## src/rtl/morra_pkg.sv

```systemverilog
`default_nettype none
// ============================================================================
// morra_pkg : move/result codes, FSM states and move helpers for morra_giocatori
// Revision  : 1.0
// ============================================================================
package morra_pkg;

  localparam logic [1:0] NESSUNA = 2'b00;
  localparam logic [1:0] SASSO   = 2'b01;
  localparam logic [1:0] CARTA   = 2'b10;
  localparam logic [1:0] FORBICE = 2'b11;

  localparam logic [1:0] NULLO    = 2'b00;
  localparam logic [1:0] PRIMO    = 2'b01;
  localparam logic [1:0] SECONDO  = 2'b10;
  localparam logic [1:0] PAREGGIO = 2'b11;

  typedef enum logic [1:0] {
    S_IDLE   = 2'd0,
    S_CONFIG = 2'd1,
    S_GIOCA  = 2'd2,
    S_FINE   = 2'd3
  } stato_t;

  function automatic logic [1:0] next_move(input logic [1:0] m);
    case (m)
      SASSO:   return CARTA;
      CARTA:   return FORBICE;
      default: return SASSO;
    endcase
  endfunction

  // Raw proposal 00 means sasso; a proposal equal to the forbidden move is bumped.
  function automatic logic [1:0] scegli(input logic [1:0] proposta, input logic [1:0] vietata);
    logic [1:0] m;
    m = (proposta == NESSUNA) ? SASSO : proposta;
    return (m == vietata) ? next_move(m) : m;
  endfunction

  function automatic logic [4:0] inc_sat(input logic [4:0] x);
    return (x == 5'd31) ? x : x + 5'd1;
  endfunction

endpackage
`default_nettype wire

```

## src/rtl/morra_lfsr.sv

```systemverilog
`default_nettype none
// ============================================================================
// morra_lfsr : 8-bit Galois LFSR with synchronous load and step enables
// Revision   : 1.0
// ============================================================================
module morra_lfsr #(
  parameter logic [7:0] RESET_VAL = 8'h01,
  parameter logic [7:0] TAPS      = 8'hB8
) (
  input  logic       clk,
  input  logic       rst_n,
  input  logic       load_i,
  input  logic [7:0] seed_i,
  input  logic       step_i,
  output logic [7:0] value_o
);

  logic [7:0] lfsr_q;
  logic [7:0] lfsr_d;

  always_comb begin
    lfsr_d = lfsr_q;
    if (load_i) begin
      lfsr_d = seed_i;
    end else if (step_i) begin
      lfsr_d = (lfsr_q >> 1) ^ (lfsr_q[0] ? TAPS : 8'h00);
    end
  end

  always_ff @(posedge clk or negedge rst_n) begin
    if (!rst_n) begin
      lfsr_q <= RESET_VAL;
    end else begin
      lfsr_q <= lfsr_d;
    end
  end

  assign value_o = lfsr_q;

endmodule
`default_nettype wire

```

## src/rtl/morra_giocatori.sv

```systemverilog
`default_nettype none
// ============================================================================
// morra_giocatori : two LFSR-driven morra players facing the referee, with score
// Revision        : 1.0
// ============================================================================
module morra_giocatori
  import morra_pkg::*;
#(
  parameter logic [7:0] SEED_DEFAULT = 8'h01,
  parameter int         MAX_EXTRA    = 15
) (
  input  logic       clk,
  input  logic       rst_n,
  input  logic       avvia,
  input  logic [7:0] seme,
  input  logic [3:0] extra,
  input  logic [1:0] manche,
  input  logic [1:0] partita,
  output logic [1:0] primo,
  output logic [1:0] secondo,
  output logic       inizia,
  output logic [4:0] punti_primo,
  output logic [4:0] punti_secondo,
  output logic [1:0] vincitore,
  output logic       finito,
  output logic       occupato,
  output logic       errore
);

  localparam logic [4:0] TIMEOUT   = 5'(4 + MAX_EXTRA + 2);
  localparam logic [4:0] EXTRA_LIM = 5'(MAX_EXTRA);

  stato_t     stato_q, stato_d;
  logic [3:0] cfg_q, cfg_d;
  logic [1:0] vp_q, vp_d;
  logic [1:0] vs_q, vs_d;
  logic [4:0] pp_q, pp_d;
  logic [4:0] ps_q, ps_d;
  logic [4:0] round_q, round_d;
  logic [1:0] vinc_q, vinc_d;
  logic       err_q, err_d;

  logic       lfsr_load;
  logic       lfsr_step;
  logic [7:0] lfsr_seed;
  logic [7:0] lfsr_val;
  logic [1:0] mossa_p;
  logic [1:0] mossa_s;

  morra_lfsr #(
    .RESET_VAL(SEED_DEFAULT),
    .TAPS     (8'hB8)
  ) u_lfsr (
    .clk    (clk),
    .rst_n  (rst_n),
    .load_i (lfsr_load),
    .seed_i (lfsr_seed),
    .step_i (lfsr_step),
    .value_o(lfsr_val)
  );

  assign lfsr_seed = (seme == 8'h00) ? SEED_DEFAULT : seme;
  assign mossa_p   = scegli(lfsr_val[1:0], vp_q);
  assign mossa_s   = scegli(lfsr_val[3:2], vs_q);

  always_comb begin
    stato_d   = stato_q;
    cfg_d     = cfg_q;
    vp_d      = vp_q;
    vs_d      = vs_q;
    pp_d      = pp_q;
    ps_d      = ps_q;
    round_d   = round_q;
    vinc_d    = vinc_q;
    err_d     = err_q;
    lfsr_load = 1'b0;
    lfsr_step = 1'b0;
    case (stato_q)
      S_IDLE, S_FINE: begin
        if (avvia) begin
          stato_d   = S_CONFIG;
          lfsr_load = 1'b1;
          cfg_d     = ({1'b0, extra} > EXTRA_LIM) ? EXTRA_LIM[3:0] : extra;
          vp_d      = NESSUNA;
          vs_d      = NESSUNA;
          pp_d      = 5'd0;
          ps_d      = 5'd0;
          round_d   = 5'd0;
          vinc_d    = NULLO;
          err_d     = 1'b0;
        end
      end
      S_CONFIG: stato_d = S_GIOCA;
      S_GIOCA: begin
        lfsr_step = 1'b1;
        round_d   = inc_sat(round_q);
        // A decided match wins over the round result sampled on the same edge.
        if (partita != NULLO) begin
          vinc_d  = partita;
          stato_d = S_FINE;
        end else if (manche == NULLO) begin
          err_d   = 1'b1;
          vinc_d  = NULLO;
          stato_d = S_FINE;
        end else begin
          case (manche)
            PRIMO: begin
              vp_d = mossa_p;
              vs_d = NESSUNA;
              pp_d = inc_sat(pp_q);
            end
            SECONDO: begin
              vs_d = mossa_s;
              vp_d = NESSUNA;
              ps_d = inc_sat(ps_q);
            end
            default: begin
              vp_d = NESSUNA;
              vs_d = NESSUNA;
            end
          endcase
          if (round_d >= TIMEOUT) begin
            err_d   = 1'b1;
            vinc_d  = NULLO;
            stato_d = S_FINE;
          end
        end
      end
      default: stato_d = S_IDLE;
    endcase
  end

  always_ff @(posedge clk or negedge rst_n) begin
    if (!rst_n) begin
      stato_q <= S_IDLE;
      cfg_q   <= 4'd0;
      vp_q    <= NESSUNA;
      vs_q    <= NESSUNA;
      pp_q    <= 5'd0;
      ps_q    <= 5'd0;
      round_q <= 5'd0;
      vinc_q  <= NULLO;
      err_q   <= 1'b0;
    end else begin
      stato_q <= stato_d;
      cfg_q   <= cfg_d;
      vp_q    <= vp_d;
      vs_q    <= vs_d;
      pp_q    <= pp_d;
      ps_q    <= ps_d;
      round_q <= round_d;
      vinc_q  <= vinc_d;
      err_q   <= err_d;
    end
  end

  assign primo         = (stato_q == S_CONFIG) ? cfg_q[3:2] :
                         (stato_q == S_GIOCA)  ? mossa_p    : NESSUNA;
  assign secondo       = (stato_q == S_CONFIG) ? cfg_q[1:0] :
                         (stato_q == S_GIOCA)  ? mossa_s    : NESSUNA;
  assign inizia        = (stato_q == S_CONFIG);
  assign occupato      = (stato_q == S_CONFIG) || (stato_q == S_GIOCA);
  assign finito        = (stato_q == S_FINE);
  assign punti_primo   = pp_q;
  assign punti_secondo = ps_q;
  assign vincitore     = vinc_q;
  assign errore        = err_q;

endmodule
`default_nettype wire

```

## config.mk

```make
export PLATFORM = sky130hd
export DESIGN_NAME = morra_giocatori
export DESIGN_NICKNAME = d
export VERILOG_FILES = /design/src/rtl/morra_pkg.sv /design/src/rtl/morra_lfsr.sv /design/src/rtl/morra_giocatori.sv
export SDC_FILE = /design/constraint.sdc
export NUM_CORES = 1
export LEC_CHECK = 0
export CAP_MARGIN = 15
export CORE_MARGIN = 4
export CORE_UTILIZATION = 45
export CTS_BUF_LIST = sky130_fd_sc_hd__clkbuf_4 sky130_fd_sc_hd__clkbuf_8
export DETAILED_ROUTE_END_ITERATION = 10
export PLACE_DENSITY = 0.7
export SLEW_MARGIN = 40
export SYNTH_ARGS = -nofsm -noshare
export SYNTH_HDL_FRONTEND = slang
export SYNTH_SLANG_ARGS = --single-unit
```

## constraint.sdc

```tcl
create_clock -name clk -period 4.8 [get_ports clk]
set_input_delay 0.96 -clock clk [delete_from_list [all_inputs] [get_ports clk]]
set_output_delay 0.96 -clock clk [all_outputs]
set_load 0.02 [all_outputs]
```

Word-level counts from Yosys, hierarchy flattened
Cells that the tools add are included.
{ "totals": {"register_bits": 36, "in_bits": 19, "out_inout_bits": 20, "word_cells": 109} }
{ "classes": {"addsub": 3, "n_lt_le_gt_ge": 1, "n_eq_ne": 23, "muxes": 53, "bitwise_logic": 1, "n_reduce_logical": 18} }
{ "ops": {"columns": ["op", "n"], "rows": [
  ["$mux W5", 10],
  ["$mux W2", 22],
  ["$mux W8", 4],
  ["$pmux W5 S2", 3],
  ["$pmux W2 S2", 5],
  ["$add A5 B1 Y5 const B", 3],
  ["$eq A5 B5 Y1 const B", 3],
  ["$reduce_and A6 Y1", 2],
  ["$eq A2 B2 Y1 const B", 5],
  ["$ne A2 B2 Y1 const B", 5],
  ["$eq A2 B1 Y1 const B", 4],
  ["$logic_not A2 Y1", 4],
  ["$logic_not A8 Y1", 1],
  ["$reduce_and A4 Y1", 2],
  ["$xor A7 B8 Y8", 1],
  ["$mux W1", 7],
  ["$pmux W2 S3", 1],
  ["$reduce_and A2 Y1", 3],
  ["$reduce_bool A2 Y1", 3],
  ["$ge A5 B5 Y1 const B", 1],
  ["$eq A2 B2 Y1", 2],
  ["$ne A2 B1 Y1 const B", 2],
  ["$ne A4 B4 Y1 const B", 1],
  ["$ne A3 B3 Y1 const B", 1],
  ["other kinds (4)", 4]
]} }

Logic depth before layout (Yosys ltp)
Gate-level depths: netlist of run 1.
{ "depth": {"ltp_word": 9, "depth_mapped": 8, "mapped_depth_nobuf": 8} }

Modules after synthesis
From an unflattened synthesis of run 1, not the netlist that was laid out.
{ "hier_totals": {"hier_cells": 232, "hier_area_um2": 2135.8} }
{ "modules_own_cells": {"columns": ["module", "n_inst", "cells_each", "area_each_um2", "seq_area_each_um2"], "rows": [
  ["morra_giocatori", 1, 193, 1726.7, 700.7],
  ["morra_lfsr", 1, 39, 409.1, 201.4]
]} }

Worst setup path after synthesis of run 1
No wires, ideal clock.
{ "synth_timing": {"path_type": "register to output", "start": "register stato_q[0]", "end": "output port primo[0]", "t_arrival_ns": 1.637, "t_required_ns": 3.840, "path_slack_ns": 2.203, "stages_incl_launch_ff": 7, "n_path_buf": 2, "path_cell_list": "dfrtp_1 inv_1 ha_1 buf_2 buf_2 o211ai_1 o21ai_0"} }
{ "synth_between": {"elab_chain_len": 3, "elab_cells_between_ends": 4, "classes_between": "eq/ne (2); mux (2)"} }
{ "synth_rtl": {"columns": ["element", "line_no", "source"], "rows": [
  ["from (decl)", "morra_giocatori.sv:33", "stato_t stato_q, stato_d;"],
  ["from (signal assigned)", "morra_giocatori.sv:145", "stato_q <= stato_d;"],
  ["$eq A2 B2 Y1", "morra_giocatori.sv:158", "(stato_q == S_GIOCA) ? mossa_p : NESSUNA;"],
  ["$mux W2", "morra_giocatori.sv:158", null],
  ["$mux W2 (*)", "morra_giocatori.sv:157", "assign primo = (stato_q == S_CONFIG) ? cfg_q[3:2] :"],
  ["to (decl)", "morra_giocatori.sv:19", "output logic [1:0] primo,"]
]} }
Mark *: on every way between the ends. The rest lies on a longest branch, timed or not.

Worst setup path in the final report of run 1
{ "layout_timing": {"start": "register stato_q[0]", "end": "output port secondo[0]"} }
{ "layout_between": {"elab_chain_len": 3, "elab_cells_between_ends": 4, "classes_between": "eq/ne (2); mux (2)"} }
{ "layout_rtl": {"columns": ["element", "line_no", "source"], "rows": [
  ["$eq A2 B2 Y1", "morra_giocatori.sv:160", "(stato_q == S_GIOCA) ? mossa_s : NESSUNA;"],
  ["$mux W2", "morra_giocatori.sv:160", null],
  ["$mux W2 (*)", "morra_giocatori.sv:159", "assign secondo = (stato_q == S_CONFIG) ? cfg_q[1:0] :"],
  ["to (decl)", "morra_giocatori.sv:20", "output logic [1:0] secondo,"]
]} }
Marks and branches as above.

==> flow_summary.toml, run 1 <==
[finish]
final_core_util_pct = 58.0
final_layout_size_suffix_gt1_share_pct = 9.00
area_delta_synth_final_pct = 24.0
layout_commonest_cell = "nand2_1"
nNetsFinal = 317
final_area_um2 = 2760
fill_cells = 445
final_cells = 356
n_antenna_cell = 0
final_cell_mix = "nand2_1 (42), clkdlybuf4s50_1 (38), dfrtp_1 (35), o21ai_0 (23), a21oi_1 (17)"

[global_routing]
grt_pass1_vias = 1746
overflow = 0
antenna_found_initial = 0
grt_first_pass_wirelength_um = 8100
use_met3_pct = 3.67
grt_use_met1_pct = 22.0
use_met2_pct = 25.9
grt_max_degree = 37
track_usage_pct = 16.4
top_usage_layer = "met2"

[clock_network]
hold_buffers = 0
cts_made_buffers = 5
post_cts_buffers = 0
h-tree-depth = 2
clkSlewWorstSetupHoldPaths_ns = 0.07
cts_root_buf = "clkbuf_8"
cts_tree = "yes"
cts_buffer_depth = 2
ctsResizeCount = 0
clock-sinks = 36
clk_latency_ns = 0.29

[synthesis]
synth_edf_count = 0
post-synth-top-area-cell = "dfrtp_1"
synth_warnings = 0
ys.flop_type = "dfrtp_1"
netlist_instances = 252
syn-num-nets = 281
yosysSeqAreaShare_pct = 40.6
synth_top_area_share_pct = 39.4
synth.avg_cell_area_um2 = 8.82
synthDistinctLibCells = 51
netlist_area_um2 = 2220
synth-seq-cells = 36
async_reset_ff_share_pct = 100
ys_top_cells_by_area = "dfrtp_1 (39%), nand2_1 (7.1%), ha_1 (5.6%)"

[timing]
fin_setup_tns_ns = 0
timing.hold.ws_ns = 0.470
period_needed_ns = 3.72
relSlewSlack_pct = 56.0
fmax_mhz = 269
setup_viol = 0
rsz0062_at_grt = "no"
maxSlewViolCount = 0
finalCritPeriodShare_pct = 77.5
worst_slack_ns = 1.08
tightest_slew_ns = 0.659
clock_skew_ns = 0.00401
hold_viol_final = 0

[worst_setup_path]
path_buf_inv = 4
critPathCaptureType = "output pin"
path_class = "flip-flop to output pin"
slowest_delay_ns = 0.60
r2r_slack_ns = 2.58
critPathSlowestCell = "clkdlybuf4s50_1"
path_common_cell = "inv_1"
worst_setup_path_start_kind = "flip-flop"
cp.arrival_ns = 2.76
crit_fanout = 24
cp_top_family = "buffers and inverters"
crit_chain = "inv_1 -> ha_1 -> buf_4 -> inv_1 -> a311oi_1 -> mux2_2 -> clkdlybuf4s50_1"
crit_required_ns = 3.84

[floorplanning]
die-area_um2 = 6130
fp.dieW_um = 78.3
num_rows = 25
start_util_pct = 46.7
die-height_um = 78.3
core_um2 = 4750
io_pins = 39

[run_status]
status = "finished, final reports clean"

[place]
io_buffer_count = 38
post_dp_cell_area_um2 = 2640
gp_congestion = 0.871
post-place-ws_ns = 1.38
dpl.hpwl_um = 3350
placed_cells = 348

[routing]
drt_iter0_markers = 150
vias_per_cell = 5.41
firstDrtPassIters = 4
routed_wl_um = 4860
ant_nets = 0
wl_per_cell_um = 13.6
dr_total_vias = 1925
remaining_drc_errors = 0

[power]
leakagePower_nw = 1.14
ir_worst_vdd_v = 0.000290
p_total_mw = 1.60
p_switching_mw = 0.701
swShare_pct = 43.7
clock_power_share_pct = 17.0
cellInternalPower_mw = 0.903
seq_power_share_pct = 31.4
power-per-cell-area_nw_per_um2 = 582
power_frac_comb_pct = 51.7

[min_path]
hp-class = "flip-flop to flip-flop"

[run]
maxCapViolCount = 0
## area by class of cell
cell class / instances / area [µm²] / share of cell area [%]
clock buffers: 6 / 76.3 / 2.77
clock inverters: 2 / 35.0 / 1.27
inverters: 13 / 48.8 / 1.77
multi-input cells: 192 / 1210 / 44.1
flip-flops and latches: 36 / 902 / 32.7
well taps: 67 / 83.8 / 3.04
repair buffers: 40 / 395 / 14.3
## cell families after synthesis
logic type	share of synthesized area, %
AND/OR/NAND/NOR	21.6
AO/OA/AOI/OAI	22.4
flip-flops	40.6
buffers and inverters	5.07
adder cells (fa/ha/maj)	5.63
multiplexers	3.21
XOR/XNOR	1.58
## cells in the mapped netlist (2+ instances only)
cell type,count
a21oi_1,17
nor2_4,2
nor3b_1,2
a211oi_1,2
nor2_1,14
nand4_1,3
nand2b_1,4
a32o_1,2
nor3_1,9
mux2i_1,6
ha_1,10
o21ai_0,23
and3_1,3
a22oi_1,7
nor2b_1,2
buf_2,3
xnor2_1,4
nand2_1,42
nand3_1,5
dfrtp_1,35
o22ai_1,3
o21ai_1,5
clkbuf_1,3
inv_1,12
buf_4,3
a31oi_1,5
o21ai_2,2
## flip-flops by register name (all words and copies together) (netlist names)
signal,flops
u_lfsr.value_o,8
punti_primo,5
punti_secondo,5
round_q,5
cfg_q,4
stato_q,2
vincitore,2
vp_q,2
vs_q,2
errore,1
## path summary, 6_finish.rpt
check | startpoint | end | cells past startpoint
max reg2reg | stato_q[0] | vs_q[0] | 8
min reg2reg | cfg_q[0] | cfg_q[0] | 2
max in group asynchronous | rst_n | u_lfsr.value_o[0] | 2
max | stato_q[0] | secondo[0] | 7
min in group asynchronous | rst_n | punti_primo[2] | 2
min | cfg_q[0] | cfg_q[0] | 2
## layer usage
metal | routed length (µm) | share of wire, %
met5 | 0 | 0
met4 | 81 | 1.7
met3 | 186 | 3.8
met2 | 2200 | 45
met1 | 2390 | 49
## power by group through the flow
stage               Clock [mW]  Sequential (mW)  Combinational (mW)
floorplan                    0            0.490               0.621
global placement             0            0.503               0.809
detailed placement           0            0.508               0.819
CTS                      0.278            0.504               0.826
global route             0.288            0.521               0.916
finish                   0.273            0.503               0.829
## worst min-delay path, stage by stage (launching register included)
cell and delay, ns:
dfrtp_1 0.34, nand2_1 0.05, nand2_1 0.05
Power figures use the tool's default switching activity.
==> run 2, diff against run 1 <==
clock period = 3.8 ns   (was 4.8 ns; I/O delays follow)
==> run 2 against run 1 <==
Against the previous run:
- register-to-register slack got worse by 0.81 ns
- worst setup slack got worse by 0.24 ns
- die area is the same
- via count decreased by 0.42%
- core utilization is 0.26 points lower
- flip-flop and latch count stayed put
- critical endpoint is now primo[0]
- largest cell class unchanged
==> flow_summary.toml, run 2 (synthesis gave the netlist of run 1 again) <==
[routing]
wl_per_cell_um = 13.3
remaining_drc_errors = 0
vias_per_cell = 5.35
drt_iter0_markers = 137
ant_nets = 0
dr_total_vias = 1917
routed_wl_um = 4780
firstDrtPassIters = 4

[power]
swShare_pct = 44.1
ir_worst_vdd_v = 0.000429
cellInternalPower_mw = 1.11
p_switching_mw = 0.874
power-per-cell-area_nw_per_um2 = 722
seq_power_share_pct = 31.8
clock_power_share_pct = 14.4
power_frac_comb_pct = 53.8
p_total_mw = 1.98
leakagePower_nw = 1.14

[global_routing]
overflow = 0
track_usage_pct = 17.0
grt_max_degree = 37
grt_first_pass_wirelength_um = 8360
antenna_found_initial = 0
grt_pass1_vias = 1833

[finish]
fill_cells = 440
nNetsFinal = 319
final_cell_mix = "nand2_1 (42), clkdlybuf4s50_1 (38), dfrtp_1 (35), o21ai_0 (23), a21oi_1 (17)"
n_antenna_cell = 0
final_layout_size_suffix_gt1_share_pct = 9.62
largest_reg_flops = 8
area_delta_synth_final_pct = 23.5
layout_commonest_cell = "nand2_1"

[min_path]
hp-class = "flip-flop to flip-flop"
hold_depth = 2

[run_status]
status = "finished, final reports clean"

[timing]
maxSlewViolCount = 0
tightest_slew_ns = 0.714
clock_skew_ns = 0.0113
fin_setup_tns_ns = 0
setup_viol = 0
finalCritPeriodShare_pct = 77.9
period_needed_ns = 2.96
rsz0062_at_grt = "no"
relSlewSlack_pct = 52.2
hold_viol_final = 0
fmax_mhz = 338
worst_slack_ns = 0.841

[clock_network]
h-tree-depth = 2
ctsResizeCount = 0
cts_buffer_depth = 2
cts_root_buf = "clkbuf_8"
post_cts_buffers = 0
cts_tree = "yes"
hold_buffers = 0
cts_made_buffers = 5
clkSlewWorstSetupHoldPaths_ns = 0.07
clk_latency_ns = 0.29
clock-sinks = 36

[floorplanning]
start_util_pct = 46.7
io_pins = 39
die-height_um = 78.3
core_um2 = 4750
fp.dieW_um = 78.3
die-area_um2 = 6130
num_rows = 25

[place]
gp_congestion = 0.818
post-place-ws_ns = 1.17
io_buffer_count = 38
dpl.hpwl_um = 3470

[worst_setup_path]
path_class = "flip-flop to output pin"
crit_fanout = 20
worst_setup_path_start_kind = "flip-flop"
crit_required_ns = 3.04
critPathCaptureType = "output pin"
cp.arrival_ns = 2.20
rr_worst_depth = 9

[run]
maxCapViolCount = 0
## run 2: cell count changes in the layout (fill, tap and decap cells not counted), sizes merged
cell,before,now
buf,2,4
bufinv,1,0
clkbuf,6,8
clkinv,1,0
## run 2: worst paths after layout
path,start,endpoint,slack [ns]
min reg2reg,cfg_q[0],cfg_q[0],0.47
min,cfg_q[0],cfg_q[0],0.47
min in group asynchronous,rst_n,punti_primo[3],0.88
max reg2reg,stato_q[0],vp_q[0],1.77
max in group asynchronous,rst_n,u_lfsr.value_o[0],2.54
max,stato_q[0],primo[0],0.84
## run 2: critical path: stages (launching register included)
cell and delay [ns]:
dfrtp_1 0.42, inv_1 0.07, ha_1 0.16, buf_4 0.25, o211ai_1 0.15, o21ai_0 0.22
clkdlybuf4s50_1 0.64
## run 2: routing by layer
metal  routed length (µm)  part of all wire (%)  up-vias  track usage [%]
li1                     -                     -      973                -
met1                 2180                    46      889             21.2
met2                 2310                    48       47             28.9
met3                  226                   4.7        8             4.59
met4                   63                   1.3        0             4.72
met5                    0                     0        -                0
## run 2: layout make-up
| type | count | area, µm² | share of cell area [%] |
|---|---|---|---|
| Clock buffer | 8 | 91.3 | 3.33 |
| Inverter | 13 | 48.8 | 1.78 |
| Multi-Input combinational cell | 192 | 1210 | 44.0 |
| Sequential cell | 36 | 902 | 32.9 |
| Tap cell | 67 | 83.8 | 3.06 |
| Timing Repair Buffer | 42 | 410 | 15.0 |
## run 2: metrics by stage
step | cells | utilization [%] | hold slack, ns | instance area, µm²
after CTS | 358 | 57.7 | 0.477 | 2740
after detailed placement | 350 | 55.8 | 0.460 | 2650
after global placement | 350 | 55.8 | 0.457 | 2650
final | 358 | 57.7 | 0.472 | 2740
after floorplan | 252 | - | 0.440 | 2220
after global routing | 358 | 57.7 | 0.496 | 2740
## run 2: power groups by stage
stage | logic, mW | registers, mW | clock network (mW)
2_1_floorplan | 0.784 | 0.619 | 0
3_3_place_gp | 1.06 | 0.635 | 0
3_5_place_dp | 1.07 | 0.639 | 0
4_1_cts | 1.08 | 0.631 | 0.292
5_1_grt | 1.19 | 0.653 | 0.307
6_report | 1.07 | 0.631 | 0.285
